## config.mk

```make
export PLATFORM = sky130hd
export DESIGN_NAME = fetch_unit
export DESIGN_NICKNAME = d
export VERILOG_FILES = /design/src/rtl/fetch_unit.sv
export SDC_FILE = /design/constraint.sdc
export NUM_CORES = 1
export LEC_CHECK = 0
export CAP_MARGIN = 20
export CORE_MARGIN = 2
export CORE_UTILIZATION = 45
export DETAILED_ROUTE_END_ITERATION = 16
export PLACE_DENSITY = 0.79
export SLEW_MARGIN = 20
export SYNTH_ARGS = -nofsm -noshare
export SYNTH_HDL_FRONTEND = slang
export SYNTH_SLANG_ARGS = --single-unit
```

## constraint.sdc

```tcl
create_clock -name clk -period 4.1 [get_ports clk]
set_clock_uncertainty 0.2 [all_clocks]
set_input_delay 1.025 -clock clk [delete_from_list [all_inputs] [get_ports clk]]
set_output_delay 1.025 -clock clk [all_outputs]
set_load 0.02 [all_outputs]
```

## src/rtl/fetch_unit.sv

```systemverilog
// Instruction fetch stage: owns the PC, fetches over a ready handshake and computes the next PC.
// Optional MISALIGN_TRAP_EN: halts on a misaligned next PC instead of forcing word alignment.
module fetch_unit #(
  parameter logic [31:0] RESET_PC   = 32'h0040_0000,
  parameter int unsigned DATA_WIDTH = 32
) (
  input  logic                  clk,
  input  logic                  reset,
  output logic                  imem_req_o,
  output logic [DATA_WIDTH-1:0] imem_addr_o,
  input  logic                  imem_ready_i,
  input  logic [DATA_WIDTH-1:0] imem_rdata_i,
  input  logic                  stall_i,
  input  logic                  branch_taken_i,
  input  logic                  jalr_i,
  input  logic [DATA_WIDTH-1:0] immediate_i,
  input  logic [DATA_WIDTH-1:0] rs1_data_i,
  output logic                  instr_valid_o,
  output logic [DATA_WIDTH-1:0] instruction_o,
  output logic [6:0]            op_o,
  output logic [DATA_WIDTH-1:0] pc_o,
  output logic [DATA_WIDTH-1:0] pc_plus4_o,
`ifdef MISALIGN_TRAP_EN
  output logic                  misaligned_o,
`endif
  output logic [DATA_WIDTH-1:0] fetch_count_o
);

  localparam logic [DATA_WIDTH-1:0] Nop = 32'h0000_0013;

`ifdef MISALIGN_TRAP_EN
  typedef enum logic [1:0] {StFetch, StValid, StHalt} state_e;
  logic misaligned_q, misaligned_d;
`else
  typedef enum logic [1:0] {StFetch, StValid} state_e;
`endif

  state_e                state_q, state_d;
  logic [DATA_WIDTH-1:0] pc_q, pc_d;
  logic [DATA_WIDTH-1:0] instr_q, instr_d;
  logic [DATA_WIDTH-1:0] count_q, count_d;
  logic [DATA_WIDTH-1:0] target_raw;
  logic [DATA_WIDTH-1:0] next_pc;

  always_comb begin
    target_raw = pc_q + 32'd4;
    if (jalr_i) begin
      target_raw = (rs1_data_i + immediate_i) & ~32'h1;
    end else if (branch_taken_i) begin
      target_raw = pc_q + immediate_i;
    end
  end

`ifdef MISALIGN_TRAP_EN
  assign next_pc = target_raw;
`else
  // Without the trap, misaligned targets are silently word-aligned.
  assign next_pc = {target_raw[DATA_WIDTH-1:2], 2'b00};
`endif

  always_comb begin
    state_d       = state_q;
    pc_d          = pc_q;
    instr_d       = instr_q;
    count_d       = count_q;
    imem_req_o    = 1'b0;
    instr_valid_o = 1'b0;
`ifdef MISALIGN_TRAP_EN
    misaligned_d  = misaligned_q;
`endif
    unique case (state_q)
      StFetch: begin
        imem_req_o = 1'b1;
        if (imem_ready_i) begin
          instr_d = imem_rdata_i;
          state_d = StValid;
        end
      end
      StValid: begin
        instr_valid_o = 1'b1;
        if (!stall_i) begin
          count_d = count_q + 32'd1;
          pc_d    = next_pc;
          state_d = StFetch;
`ifdef MISALIGN_TRAP_EN
          if (next_pc[1]) begin
            state_d      = StHalt;
            misaligned_d = 1'b1;
          end
`endif
        end
      end
      default: ;
    endcase
  end

  always_ff @(posedge clk or negedge reset) begin
    if (!reset) begin
      state_q <= StFetch;
      pc_q    <= RESET_PC;
      instr_q <= Nop;
      count_q <= '0;
`ifdef MISALIGN_TRAP_EN
      misaligned_q <= 1'b0;
`endif
    end else begin
      state_q <= state_d;
      pc_q    <= pc_d;
      instr_q <= instr_d;
      count_q <= count_d;
`ifdef MISALIGN_TRAP_EN
      misaligned_q <= misaligned_d;
`endif
    end
  end

  assign imem_addr_o   = pc_q;
  assign pc_o          = pc_q;
  assign pc_plus4_o    = pc_q + 32'd4;
  assign instruction_o = instr_q;
  assign op_o          = instr_q[6:0];
  assign fetch_count_o = count_q;
`ifdef MISALIGN_TRAP_EN
  assign misaligned_o  = misaligned_q;
`endif

endmodule

```

==> flow_metrics.tcl, run 1 <==
set metrics [dict create \
    synth_edf_count 0 \
    grt_pass1_vias 7559 \
    yosys_warnings 0 \
    nNetsFinal 1377 \
    yosysUniqueCellTypes 68 \
    first_pass_iters 5 \
    num-fill-cells 1467 \
    place_inst 1424 \
    viasPerCell 5.669 \
    setup_viol 0 \
    drive_gt1_frac 0.1240 \
    multiInputGateArea_sq_um 5202 \
    power_frac_comb 0.642 \
    max_stage_delay_ns 0.45 \
    start_util 0.4630 \
    fp.coreArea_sq_um 17420 \
    dr_total_vias 8180 \
    start_kind "input pin" \
    ys_ff_latch 95 \
    arrival_ns 4.08 \
    grt_usage 0.2689 \
    insertedDiodeCount 0 \
    ys.flop_type "dfrtp_1" \
    p_leak_nw 5.065 \
    power_mw 6.389 \
    root_buffer "clkbuf_16" \
    power.density_nw_per_um2 556.2 \
    slew_headroom 0.4936 \
    dieHeight_um 137.9 \
    hold_path.class "reg -> reg" \
    ant_nets 0 \
    synthTopCellsByArea "dfrtp_1 28%, ha_1 9.5%, xnor2_1 6.6%" \
    cp_data_required_time_ns 4.17 \
    cts_buffer_depth 2 \
    drcViolationCount 0 \
    slew_viol_final 0 \
    grt_overflow_total 0 \
    slowest_stage "clkdlybuf4s50_1" \
    rows 48 \
    clock_latency_ns 0.36 \
    worstSetupEndpointType "flip-flop" \
    cts_buffers 9 \
    syn_area_per_cell_sq_um 8.671 \
    tritoncts "built" \
    port_buffers 264 \
    finalCritPeriodShare 0.9771 \
    hold_buffers 0 \
    wl_um 26450 \
    syn2layout_area_growth_pct 42.45 \
    pwr-share-clk 0.136 \
    rsz0062_at_grt "true" \
    synth_area_sq_um 8064 \
    vdd_drop_max_mv 0.3133 \
    p_int_mw 3.517 \
    clk_pin_slew_worst_paths_ns 0.08 \
    p_sw_frac 0.4496 \
    grt_max_degree 80 \
    yosysSeqAreaShare 0.2954 \
    synth_top_area_share 0.2824 \
    period_needed_ns 4.006 \
    postSynth.asyncResetShare 1.000 \
    antenna_found_initial 0 \
    dp_hpwl_um 21040 \
    seq_power_share 0.223 \
    routedWlPerCell_um 18.33 \
    crit_chain "clkdlybuf4s50_1 > ha_1 > a21o_1 > a221o_1 > a22oi_2 > o21ai_2 > a41o_4 > a311o_1 > a21oi_2 > mux2_1 > o221ai_1" \
    finalHoldViolCount 0 \
    final_cells 1443 \
    first_iter_violations 679 \
    tightest_slew_ns 0.7568 \
    synth_area_leader_cell "dfrtp_1" \
    drv_cap 0 \
    place.gp.congestion 0.9299 \
    die_area_sq_um 19010 \
    io_pins 271 \
    cts_max_level 3 \
    grt_first_pass_wirelength_um 39770 \
    crit_type "in -> reg" \
    seqCellArea_sq_um 2386 \
    cp_max_fo 4 \
    max_freq_mhz 249.6 \
    switching_power_mw 2.872 \
    cts.sinks 95 \
    status "complete, no violations" \
    dieWidth_um 137.9 \
    netlist_instances 930 \
]
-- sequential cells by signal (all words and copies together), names as in the netlist --
| name | cells |
|---|---|
| imem_addr_o | 30 |
| state_q | 1 |
| instruction_o | 32 |
| fetch_count_o | 32 |
-- logic make-up (layout without fill, tap and decap cells) --
group           after synthesis  count (layout)  synth area share
mux                          39              39           0.05369
fa+ha+maj                    62              62           0.09713
compound gates              244             244            0.2025
other cells                   1               6         0.0004650
xor+xnor                    107             107            0.1162
flops                        95              95            0.2954
simple gates                287             287            0.1704
buf+inv                      95             378           0.06423
-- layout make-up --
class                           instances  area share
Clock buffer                            9     0.01961
Inverter                               20    0.006535
Timing Repair Buffer                  342      0.2817
Clock inverter                          7    0.007080
Multi-Input combinational cell        745      0.4529
Tap cell                              225     0.02451
Sequential cell                        95      0.2077
-- metal layers --
layer	share of wire	up-vias	track usage	wire [um]
li1	-	3895	-	-
met1	0.42	3878	0.3442	11030
met2	0.47	362	0.4585	12480
met3	0.086	45	0.04751	2275
met4	0.025	0	0.09014	670
met5	0	-	0	0
-- stage by stage --
stage	hold WS [ns]	cell area, sq um	worst slack (ns)	utilization	TNS, ns
4_1_cts	0.2790	11430	0.004556	0.6565	0
2_1_floorplan	0.3396	8083	0.3763	-	0
5_1_grt	0.3030	11490	-0.01332	0.6596	-0.01332
3_3_place_gp	0.2617	11120	-0.1597	0.6386	-0.7349
3_5_place_dp	0.2682	11120	-0.2412	0.6386	-1.421
6_report	0.2811	11490	0.09389	0.6596	0
-- cell usage in the layout (no fill, tap or decap), types with 7 or more instances in the layout --
master / synthesis / routed
o211ai_1: 7 / 7
nor3_1: 17 / 17
and3_1: 21 / 20
ha_1: 61 / 61
clkdlybuf4s50_1: 0 / 258
and2_1: 10 / 9
inv_1: 19 / 19
a21o_1: 28 / 28
nor2b_1: 9 / 8
buf_4: 43 / 78
a211oi_1: 18 / 18
xor2_1: 46 / 46
mux2_2: 33 / 33
a21oi_1: 68 / 68
a221oi_1: 7 / 7
nand4_1: 18 / 18
o21bai_1: 12 / 12
clkbuf_16: 0 / 9
dfrtp_1: 91 / 88
nand2_1: 84 / 84
xnor2_1: 61 / 60
nor2_1: 76 / 76
o21a_1: 7 / 7
or3_1: 7 / 7
nand3_1: 25 / 25
o21ai_0: 41 / 41
-- repair_timing --
item | 4_1_cts | 5_1_grt
pin swaps | 0 | 2
setup endpoints to repair | 4 | 10
resized for setup | 4 | 8
setup buffers | 0 | 2
-- critical path, delay by kind of cell --
kind                       cells  cell delay, ns
AOI/OAI and AO/OA              8            1.93
buffers and inverters          1            0.45
muxes                          1            0.34
adders and majority gates      1            0.33
-- synthesized netlist by cell type, drive strengths merged, types with 21 or more instances --
library cell	count
a21oi	70
clkbuf	31
ha	61
nand3	25
o21ai	43
xnor2	61
nand2	84
a21o	28
and3	21
nor2	76
buf	44
mux2	34
xor2	46
dfrtp	91
-- power by group through the flow --
stage	Sequential, mW	Clock, mW	Combinational [mW]
global placement	1.42	0	4.03
floorplan	1.71	0	2.11
CTS	1.42	0.883	4.07
global route	1.46	0.921	4.39
finish	1.42	0.867	4.10
detailed placement	1.44	0	4.06
-- path summary, 6_finish.rpt --
| check | start | end | slack (ns) | cells after the start |
|---|---|---|---|---|
| max in group asynchronous | reset | imem_addr_o[14] | 2.31 | 3 |
| setup / recovery | immediate_i[5] | imem_addr_o[29] | 0.09 | 11 |
| hold / removal | fetch_count_o[31] | fetch_count_o[31] | 0.28 | 1 |
| hold reg to reg | fetch_count_o[31] | fetch_count_o[31] | 0.28 | 1 |
| setup reg to reg | imem_addr_o[2] | imem_addr_o[28] | 0.65 | 12 |
| min in group asynchronous | reset | fetch_count_o[22] | 0.42 | 1 |
No activity file was read; power rests on OpenSTA's default activity.
==> run 2: changes to the inputs <==
CELL_PAD_IN_SITES_DETAIL_PLACEMENT = 1   (was default)
CELL_PAD_IN_SITES_GLOBAL_PLACEMENT = 1   (was default)
CORE_UTILIZATION = 34   (was 45)
PLACE_DENSITY = default   (was 0.79)
PLACE_DENSITY_LB_ADDON = 0.1   (was default)
==> flow_metrics.tcl, run 2 (synthesis gave the netlist of run 1 again) <==
set metrics [dict create \
    slowest_stage "clkdlybuf4s50_1" \
    worstSetupEndpointType "flip-flop" \
    slew_headroom 0.5360 \
    grt_overflow_total 0 \
    viasPerCell 5.279 \
    r2r-end "imem_addr_o[28]" \
    io_pins 271 \
    layout_commonest_cell "clkdlybuf4s50_1" \
    nNetsFinal 1398 \
    dr_total_vias 8225 \
    first_pass_iters 4 \
    post-route-util 0.5051 \
    grt_max_degree 57 \
    hold_path.class "reg -> reg" \
    dieWidth_um 158.0 \
    drv_cap 0 \
    crit_start "immediate_i[6]" \
    slew_viol_final 0 \
    crit_chain "clkdlybuf4s50_1 > ha_1 > and2_1 > a221o_1 > a22oi_2 > o21ai_2 > a41o_4 > a311o_1 > a21oi_2 > mux2_2 > o221ai_2" \
    fp.coreArea_sq_um 23400 \
    finalCritPeriodShare 0.9881 \
    critPathBufInv 1 \
    final_cell_mix "256 x clkdlybuf4s50_1, 99 x buf_4, 90 x dfrtp_1" \
    r2r_slack_ns 0.67 \
    clk_pin_slew_worst_paths_ns 0.08 \
    drcViolationCount 0 \
    pre_cts_slack_ns -0.4237 \
    max_freq_mhz 246.8 \
    dieHeight_um 158.0 \
    tightest_slew_ns 0.6934 \
    drive_gt1_frac 0.1412 \
    status "complete, no violations" \
    port_buffers 264 \
    cts_buffers 9 \
    clock_latency_ns 0.36 \
    rr_worst_depth 12 \
    crit_cells 11 \
    tritoncts "built" \
    grt_first_pass_wirelength_um 47410 \
    cts_max_level 3 \
    crit_type "in -> reg" \
    root_buffer "clkbuf_16" \
    place_area_sq_um 11400 \
    vdd_drop_max_mv 0.2254 \
    routedWlPerCell_um 19.97 \
    max_stage_delay_ns 0.44 \
    place.gp.congestion 0.8801 \
    finalHoldViolCount 0 \
    cp_data_required_time_ns 4.18 \
    setup_viol 0 \
    grt_usage 0.2459 \
    crit_path_end "imem_addr_o[29]" \
    dp_hpwl_um 25130 \
    die_area_sq_um 24970 \
    wl_um 31110 \
    cts_buffer_depth 2 \
    p_leak_nw 5.199 \
    fin_tns_setup_ns 0 \
    start_util 0.3446 \
    fin_area_sq_um 11820 \
    rows 56 \
    syn2layout_area_growth_pct 46.58 \
    ant_nets 0 \
    antenna_found_initial 1 \
    worst_slack_ns 0.04875 \
    cp_max_fo 3 \
    cts.sinks 95 \
    period_needed_ns 4.051 \
    power.density_nw_per_um2 558.3 \
    reg2reg_from "imem_addr_o[2]" \
    first_iter_violations 370 \
    power_mw 6.599 \
    start_kind "input pin" \
    arrival_ns 4.14 \
    grt_pass1_vias 8376 \
    critPathTopFamily "compound AO/OA/AOI/OAI gates" \
    insertedDiodeCount 0 \
]
## run 2: cell count changes in the layout (fill, tap and decap cells not counted), sizes merged
| cell | delta |
|---|---|
| buf | +21 |
| clkdlybuf4s50 | -2 |
| clkinv | +1 |
| dlygate4sd2 | -2 |
| dlymetal6s2s | +4 |
| inv | -1 |
## run 2: metal layers
layer  GRT usage  vias to the layer above  part of all wire
li1            -                     3920                 -
met1      0.3130                     4046              0.44
met2      0.4337                      233              0.49
met3     0.04489                       24             0.060
met4     0.05277                        2             0.013
met5           0                        -           0.00051
## run 2: power breakdown
part	switching, mW	internal [mW]
clock network	0.454	0.438
logic	2.31	2.00
registers	0.237	1.16
total	3.00	3.60
## run 2: worst min path at each step
stage                              endpoint  slack (ns)         startpoint  depth (start not counted)
final                     fetch_count_o[31]        0.27  fetch_count_o[31]                          1
after detailed placement  fetch_count_o[31]        0.27  fetch_count_o[31]                          1
after global placement    fetch_count_o[31]        0.26  fetch_count_o[31]                          1
after global routing      fetch_count_o[31]        0.32  fetch_count_o[31]                          1
after CTS                 fetch_count_o[31]        0.28  fetch_count_o[31]                          1
after floorplan             imem_addr_o[22]        0.34    imem_addr_o[22]                          2
## run 2: what timing repair did
action                                  4_1_cts  5_1_grt
endpoints found under the setup margin        3       13
endpoints found under the hold margin         0        0
hold buffers                                  0        0
pin swaps                                     0       13
setup buffers                                 0        4
resized for setup                             2       15
## run 2: worst register-to-register path, cell delays in order, from the launching register on
cell and delay, ns:
dfrtp_1 0.42, buf_4 0.20, ha_2 0.21, fa_1 0.39
a21o_1 0.20, a2bb2oi_2 0.17, nand4bb_1 0.24, nand3_1 0.18
o21ai_1 0.12, a221o_1 0.37, a221oi_2 0.28, mux2i_1 0.23
o211ai_1 0.10
## run 2: area by class of cell
type,instances,area (sq um)
inverter,20,75.07
tap,319,399.1
multi-input combinational,745,5245
clock buffer,9,225.2
fill,2742,11580
timing repair buffer,363,3406
clock inverter,7,86.33
sequential,95,2384
## run 2: stage by stage
stage                     hold WS [ns]  cells
after floorplan                 0.3396    935
after global placement          0.2628   1538
after detailed placement        0.2664   1538
after CTS                       0.2773   1554
after global routing            0.3189   1558
final                           0.2748   1558
==> run 3: changes to the inputs <==
CORE_UTILIZATION = 37   (was 34)
clock period = 5.2 ns   (was 4.1 ns; I/O delays follow)
==> flow_metrics.tcl, run 3 (synthesis gave the netlist of run 1 again) <==
set metrics [dict create \
    hold_path.class "reg -> reg" \
    io_pins 271 \
    finalHoldViolCount 0 \
    cts_max_level 3 \
    grt_usage 0.2488 \
    cts_buffers 9 \
    fp.coreArea_sq_um 21620 \
    tritoncts "built" \
    start_kind "flip-flop" \
    grt_pass1_vias 7996 \
    max_freq_mhz 209.5 \
    pre_cts_slack_ns 0.3689 \
    slew_headroom 0.3752 \
    period_needed_ns 4.772 \
    worstSetupEndpointType "output port" \
    die_area_sq_um 22990 \
    post_cts_resized 0 \
    start_util 0.3730 \
    root_buffer "clkbuf_16" \
    nNetsFinal 1307 \
    first_iter_violations 318 \
    wl_um 29190 \
    dieHeight_um 151.6 \
    cts.sinks 95 \
    layout_commonest_cell "clkdlybuf4s50_1" \
    cp_max_fo 10 \
    dieWidth_um 151.6 \
    port_buffers 264 \
    setup_viol 0 \
    vdd_drop_max_mv 0.1621 \
    hold_buffers 0 \
    arrival_ns 3.27 \
    drv_cap 0 \
    tightest_slew_ns 0.9372 \
    final_cell_mix "262 x clkdlybuf4s50_1, 91 x dfrtp_1, 84 x nand2_1" \
    num-fill-cells 2550 \
    finalCritPeriodShare 0.9178 \
    clk_pin_slew_worst_paths_ns 0.08 \
    slew_viol_final 0 \
    worst_slack_ns 0.4276 \
    place_area_sq_um 10690 \
    drcViolationCount 0 \
    grt_first_pass_wirelength_um 44350 \
    hold_ws_ns 0.2860 \
    fin_area_sq_um 11000 \
    viasPerCell 5.514 \
    place.gp.congestion 0.8551 \
    p_leak_nw 4.687 \
    dp_hpwl_um 23180 \
    rsz0062_at_grt "false" \
    crit_type "reg -> out" \
    post_cts_buffers 0 \
    power_mw 4.890 \
    drive_gt1_frac 0.06446 \
    cts_buffer_depth 2 \
    dr_total_vias 7880 \
    fin_tns_setup_ns 0 \
    routedWlPerCell_um 20.42 \
    power.density_nw_per_um2 444.7 \
    grt_overflow_total 0 \
    rows 54 \
    grt_max_degree 70 \
    antenna_found_initial 1 \
    cp_data_required_time_ns 3.70 \
    status "complete, no violations" \
    ant_nets 0 \
    clock_latency_ns 0.36 \
    first_pass_iters 4 \
    syn2layout_area_growth_pct 36.37 \
]
## run 3: cell count changes in the layout (fill, tap and decap cells not counted), moves of 2 or more
cell             change
clkdlybuf4s50_1      +6
dlymetal6s2s_1       -6
ha_4                 -2
buf_4               -90
ha_1                 +3
## run 3: per-stage QoR
stage | utilization | std cells
floorplan | - | 935
global placement | 0.4943 | 1412
detailed placement | 0.4943 | 1412
CTS | 0.5085 | 1428
global route | 0.5086 | 1429
finish | 0.5086 | 1429
## run 3: power by group
group	internal, mW	total [mW]	switching, mW
logic	1.37	2.96	1.60
registers	0.911	1.23	0.316
clock network	0.345	0.699	0.354
total	2.62	4.89	2.27
## run 3: layout make-up
| type | count | area (sq um) | share of cell area |
|---|---|---|---|
| multi-input cells | 745 | 5185 | 0.4715 |
| repair buffers | 272 | 2695 | 0.2451 |
| flip-flops and latches | 95 | 2382 | 0.2166 |
| well taps | 280 | 350.3 | 0.03186 |
| clock buffers | 9 | 225.2 | 0.02048 |
| clock inverters | 7 | 81.33 | 0.007396 |
| inverters | 20 | 75.07 | 0.006827 |
| diodes | 1 | 2.502 | 0.0002276 |
## run 3: layer usage
metal	share of wire	GRT usage
met3	0.064	0.03503
met1	0.43	0.3184
met2	0.48	0.4382
met5	0	0
met4	0.019	0.06898
## run 3: worst max-delay path: stages (launching register included)
cell             delay, ns
dfrtp_1               0.67
ha_1                  0.37
and3_1                0.38
nand4_1               0.27
inv_1                 0.17
and3_1                0.24
xor2_1                0.16
clkdlybuf4s50_1       0.66
## run 3: path summary, 6_finish.rpt
check | slack, ns | cells after the start | from | end
max in group asynchronous | 2.88 | 2 | reset | instruction_o[0]
worst max-delay path | 0.43 | 7 | imem_addr_o[3] | pc_plus4_o[28]
worst max register to register | 1.55 | 11 | imem_addr_o[2] | imem_addr_o[28]
worst min-delay path | 0.29 | 1 | fetch_count_o[31] | fetch_count_o[31]
min in group asynchronous | 0.86 | 1 | reset | instruction_o[7]
worst min register to register | 0.29 | 1 | fetch_count_o[31] | fetch_count_o[31]
